--- src/rtl/seq_pattern_tx.sv ---
// seq_pattern_tx - serial pattern transmitter.
//
// Loads a parallel pattern on a start request and shifts it out MSB-first,
// one bit per clock, with a valid qualifier. The pattern is emitted
// max(repeat_n,1) times, with `gap` idle cycles between emissions.
//
// Optional feature: define SEQ_TX_PARITY_EN to append one even-parity bit
// (XOR of the pattern bits) after the data bits of every emission.
//
// Ports:
//   clk        in   system clock, all logic on posedge
//   rst_n      in   asynchronous active-low reset
//   start      in   transmit request, sampled only in IDLE
//   pattern    in   [PAT_W] bits to send, MSB first
//   repeat_n   in   [CNT_W] number of emissions, 0 treated as 1
//   gap        in   [GAP_W] idle cycles between emissions, 0 = back-to-back
//   dout       out  serial data, 0 whenever dout_vld is low
//   dout_vld   out  high while dout carries a pattern (or parity) bit
//   busy       out  high from the cycle after an accepted start until the last bit ends
//   done       out  one-cycle pulse after the final bit of the final emission
//   dbg_state  out  [2] current FSM state (0 IDLE, 1 SEND, 2 GAP)
//
// Output handshake: dout is meaningful only in cycles where dout_vld=1;
// there is no backpressure, the consumer must take each bit as it appears.
// All outputs come straight from flops.
module seq_pattern_tx #(
  parameter int PAT_W = 4,
  parameter int CNT_W = 4,
  parameter int GAP_W = 3
) (
  input  logic             clk,
  input  logic             rst_n,
  input  logic             start,
  input  logic [PAT_W-1:0] pattern,
  input  logic [CNT_W-1:0] repeat_n,
  input  logic [GAP_W-1:0] gap,
  output logic             dout,
  output logic             dout_vld,
  output logic             busy,
  output logic             done,
  output logic [1:0]       dbg_state
);

`ifdef SEQ_TX_PARITY_EN
  localparam int EMIT_W = PAT_W + 1;
`else
  localparam int EMIT_W = PAT_W;
`endif
  localparam int BC_W = $clog2(EMIT_W);
  localparam logic [BC_W-1:0] LAST_BIT = BC_W'(EMIT_W - 1);

  localparam logic [1:0] S_IDLE = 2'd0;
  localparam logic [1:0] S_SEND = 2'd1;
  localparam logic [1:0] S_GAP  = 2'd2;

  logic [1:0]        state_q,   state_d;
  logic [EMIT_W-1:0] word_q,    word_d;     // full emission, kept for reloads
  logic [EMIT_W-1:0] shreg_q,   shreg_d;    // MSB is the bit on the line
  logic [BC_W-1:0]   bit_cnt_q, bit_cnt_d;
  logic [CNT_W-1:0]  rep_q,     rep_d;      // emissions still to go after the current one
  logic [GAP_W-1:0]  gap_len_q, gap_len_d;
  logic [GAP_W-1:0]  gap_cnt_q, gap_cnt_d;
  logic              dout_q,    dout_d;
  logic              vld_q,     vld_d;
  logic              busy_q,    busy_d;
  logic              done_q,    done_d;

  logic [EMIT_W-1:0] emit_word;

  always_comb begin
`ifdef SEQ_TX_PARITY_EN
    emit_word = {pattern, ^pattern};
`else
    emit_word = pattern;
`endif
  end

  always_comb begin
    state_d   = state_q;
    word_d    = word_q;
    shreg_d   = shreg_q;
    bit_cnt_d = bit_cnt_q;
    rep_d     = rep_q;
    gap_len_d = gap_len_q;
    gap_cnt_d = gap_cnt_q;
    done_d    = 1'b0;

    case (state_q)
      S_IDLE: begin
        if (start) begin
          word_d    = emit_word;
          shreg_d   = emit_word;
          bit_cnt_d = '0;
          // repeat_n of 0 behaves like 1: nothing left after the first emission.
          rep_d     = (repeat_n == '0) ? '0 : repeat_n - CNT_W'(1);
          gap_len_d = gap;
          state_d   = S_SEND;
        end
      end

      S_SEND: begin
        if (bit_cnt_q == LAST_BIT) begin
          bit_cnt_d = '0;
          if (rep_q != '0) begin
            rep_d = rep_q - CNT_W'(1);
            if (gap_len_q != '0) begin
              state_d   = S_GAP;
              gap_cnt_d = gap_len_q - GAP_W'(1);
            end else begin
              // Back-to-back: next MSB goes out in the very next cycle.
              shreg_d = word_q;
            end
          end else begin
            state_d = S_IDLE;
            done_d  = 1'b1;
          end
        end else begin
          shreg_d   = {shreg_q[EMIT_W-2:0], 1'b0};
          bit_cnt_d = bit_cnt_q + BC_W'(1);
        end
      end

      S_GAP: begin
        if (gap_cnt_q == '0) begin
          state_d = S_SEND;
          shreg_d = word_q;
        end else begin
          gap_cnt_d = gap_cnt_q - GAP_W'(1);
        end
      end

      default: state_d = S_IDLE;
    endcase

    // Outputs are decoded from next state so they land in flops.
    vld_d  = (state_d == S_SEND);
    dout_d = vld_d & shreg_d[EMIT_W-1];
    busy_d = (state_d != S_IDLE);
  end

  always_ff @(posedge clk or negedge rst_n) begin
    if (!rst_n) begin
      state_q   <= S_IDLE;
      word_q    <= '0;
      shreg_q   <= '0;
      bit_cnt_q <= '0;
      rep_q     <= '0;
      gap_len_q <= '0;
      gap_cnt_q <= '0;
      dout_q    <= 1'b0;
      vld_q     <= 1'b0;
      busy_q    <= 1'b0;
      done_q    <= 1'b0;
    end else begin
      state_q   <= state_d;
      word_q    <= word_d;
      shreg_q   <= shreg_d;
      bit_cnt_q <= bit_cnt_d;
      rep_q     <= rep_d;
      gap_len_q <= gap_len_d;
      gap_cnt_q <= gap_cnt_d;
      dout_q    <= dout_d;
      vld_q     <= vld_d;
      busy_q    <= busy_d;
      done_q    <= done_d;
    end
  end

  assign dout      = dout_q;
  assign dout_vld  = vld_q;
  assign busy      = busy_q;
  assign done      = done_q;
  assign dbg_state = state_q;

endmodule
--- config.mk ---
export PLATFORM = sky130hd
export DESIGN_NAME = seq_pattern_tx
export DESIGN_NICKNAME = d
export VERILOG_FILES = /design/src/rtl/seq_pattern_tx.sv
export SDC_FILE = /design/constraint.sdc
export NUM_CORES = 1
export LEC_CHECK = 0
export ABC_AREA = 1
export ABC_CLOCK_PERIOD_IN_PS = 1250
export CAP_MARGIN = 5
export CORE_UTILIZATION = 45
export CTS_CLUSTER_DIAMETER = 200
export CTS_CLUSTER_SIZE = 20
export DETAILED_ROUTE_END_ITERATION = 12
export PLACE_DENSITY = 0.71
export SETUP_SLACK_MARGIN = 0.1
export SYNTH_ARGS = -nofsm -noshare
export SYNTH_HDL_FRONTEND = slang
export SYNTH_SLANG_ARGS = --single-unit
--- constraint.sdc ---
create_clock -name clk -period 1.25 [get_ports clk]
set_input_delay 0.3125 -clock clk [delete_from_list [all_inputs] [get_ports clk]]
set_output_delay 0.3125 -clock clk [all_outputs]
set_load 0.05 [all_outputs]
==> reports/metrics.csv <==
metric,value,unit
Finished Cell Area,2288,um2
drt wl/cell,14.43,um
outcome,finished with violations,
# port buffers,19,
Ports,20,
DR pass1 iterations,8,
Final HPWL DP,2416,um
Sw Share,45.31,%
n_diodes,0,
clock transition at the registers of the reported paths,0.14,ns
CTS H-tree depth,1,
Die Wd,57.88,um
Area after DPL,1931,um2
DRC viols,2,
Internal Power,3401,uW
Post-CTS Hold Buffers,0,
Routed Antenna Nets,0,
Max VDD drop,1.629,mV
vias in the first global route,1393,
Die Ht,57.88,um
clock share of power,6.1,%
pin count of the biggest net entering global routing,26,
ranking of synthesized cells by area,"dfrtp_1 45%, nand2_1 13%, inv_1 5.9%",
Clock Skew,0.001631,ns
share of layout cells above drive strength 1,45.96,%
site row count,19,
core area,2853,um2
Synth Warn #,0,
nets@finish,253,
Max-slew headroom,84.08,%
WP data arrival,1.62,ns
Avg Inst Size Synth,8.169,um2
crit-path max FO,5,
"worst slack, placed",-0.2739,ns
CP endpoint kind,register,
final hold violations,0,
leakage power,0.001137,uW
Hold Crit Class,input pin to asynchronous set/reset pin,
Period minus WS final,1.402,ns
Async SR Flop Fraction,100.0,%
P per Cell Area,2717,nW/um2
Sink Count,25,
achievable frequency,713.3,MHz
post-synthesis net count,189,
CTS tree,built,
Yosys reg bits,25,
startpoint class of the critical path,register,
Num CTS Buffers,3,
deepest clock path buffer count,2,
global placer's final weighted congestion,0.9090,
Post-Syn Area,1405,um2
hold_ws,0.3100,ns
Total Die Area,3350,um2
final setup violating endpoints,15,
initial DRC count,53,
Syn Inst Count,172,
routed wire length,3839,um
Reg power frac,24.4,%
number of synthesized flops with an enable pin,0,
dominant synthesized flop cell,dfrtp_1,
dominant cell type by area after synthesis,dfrtp_1,
sequential element share of the synthesized area,44.52,%
RSZ-0062 raised after global routing,yes,
vias per cell,5.331,
measured slew at the worst slew-check pin,0.2383,ns
max_cap viols,0,
All-Layer GR Usage,23.50,%
total power,6218,uW
sw power,2817,uW
Initial Util,49.25,%
antenna violations before repair,0,
vias,1418,
worst setup path category,register to register,
first-pass GRT wire length,5934,um
clk_lat worst skew,0.32,ns
Comb pwr share,69.6,%
Root Driver,clkbuf_4,
R2R setup slack,-0.15,ns
global route overflow,0,
post-layout worst setup margin,-0.1519,ns
post-synth cell types,28,
Final Max Tran Viols,0,
Critical Path RT,1.47,ns
post-synth top area share,44.52,%
Layout area overhead,62.87,%
failing checks,"design-rule violations, negative setup slack",
Tcrit/Tclk final,112.2,%
==> path summary, 6_finish.rpt <==
path                                end  depth (start not counted)          from
setup / recovery             shreg_q[1]                          8  dbg_state[0]
hold / removal             gap_cnt_q[2]                          2         rst_n
setup reg to reg             shreg_q[1]                          8  dbg_state[0]
hold reg to reg              shreg_q[2]                          2    shreg_q[2]
max in group asynchronous  dbg_state[0]                          2         rst_n
min in group clk           gap_len_q[0]                          3        gap[0]
==> flip-flops by register name, summed over array words and instances, names as in the netlist <==
name / cells
bit_cnt_q: 2
gap_cnt_q: 3
dout: 1
dbg_state: 2
word_q: 4
rep_q: 4
gap_len_q: 3
busy: 1
done: 1
dout_vld: 1
shreg_q: 3
==> routing by layer <==
metal	share of wire, %	vias to the layer above	GRT usage (%)
met2	51	38	40.39
li1	-	672	-
met3	3.3	6	3.125
met1	44	702	28.61
met5	0	-	0
met4	1.3	0	12.59
==> synth_stat cells (2+ instances only) <==
master   instances
a21oi_1          3
dfrtp_1         25
ha_1             3
inv_1           22
inv_2            3
nand2_1         48
nand2_2          8
nand2_4          3
nand3_1          8
nand3_2          3
nand4_1          3
nor2_1          12
nor2_4           3
o21ai_0         13
o21ai_1          2
==> cell families after synthesis <==
| kind of cell | count (synthesis) | share of synthesized area [%] |
|---|---|---|
| xor+xnor | 1 | 0.6234 |
| simple gates | 92 | 34.19 |
| buf+inv | 27 | 7.925 |
| compound gates | 24 | 10.06 |
| fa+ha+maj | 3 | 2.672 |
| flops | 25 | 44.52 |
==> final cells by class <==
class / count / area [um2]
flip-flops and latches: 25 / 628.1
multi-input cells: 120 / 850.8
fillers: 173 / 564.3
clock buffers: 3 / 22.52
inverters: 26 / 107.6
clock inverters: 1 / 5.005
well taps: 31 / 38.79
repair buffers: 60 / 635.6
==> per-stage QoR <==
step	cells	TNS (ns)	util [%]
6_report	266	-0.9440	80.22
5_1_grt	266	-2.048	80.22
4_1_cts	259	-0.7881	76.05
3_5_place_dp	248	-3.659	67.68
3_3_place_gp	248	-3.029	67.68
2_1_floorplan	172	-1.126	-
==> repair_timing <==
| item | in CTS | in global routing |
|---|---|---|
| gates cloned | 0 | 0 |
| resized for setup | 45 | 20 |
| endpoints found under the setup margin | 30 | 30 |
| pin swaps | 18 | 13 |
| hold endpoints to repair | 0 | 0 |
| setup buffers | 9 | 9 |
==> power groups by stage <==
stage | Combinational, uW | Clock, uW | Sequential, uW
2_1_floorplan | 1690 | 0 | 1670
3_3_place_gp | 3070 | 0 | 1450
3_5_place_dp | 3190 | 0 | 1460
4_1_cts | 3850 | 385 | 1470
5_1_grt | 4640 | 411 | 1550
6_report | 4330 | 378 | 1510
==> critical path, cell delays in order, from the launching register on <==
cell and delay (ns):
dfrtp_2 0.47, buf_6 0.14, nand2_8 0.10, buf_6 0.12, nor2_4 0.03, nand2_1 0.06
o21ai_1 0.10, a21oi_2 0.17, nand3_2 0.10
==> cell usage in the layout (no fill, tap or decap), types with 8 or more instances in the layout <==
master	Yosys	layout
buf_12	0	8
buf_4	0	25
buf_6	1	14
clkdlybuf4s50_1	0	13
dfrtp_1	25	23
inv_1	22	17
nand2_1	48	40
nand2_2	8	11
nor2_1	12	11
o21ai_1	2	9
Power figures use the tool's default switching activity.
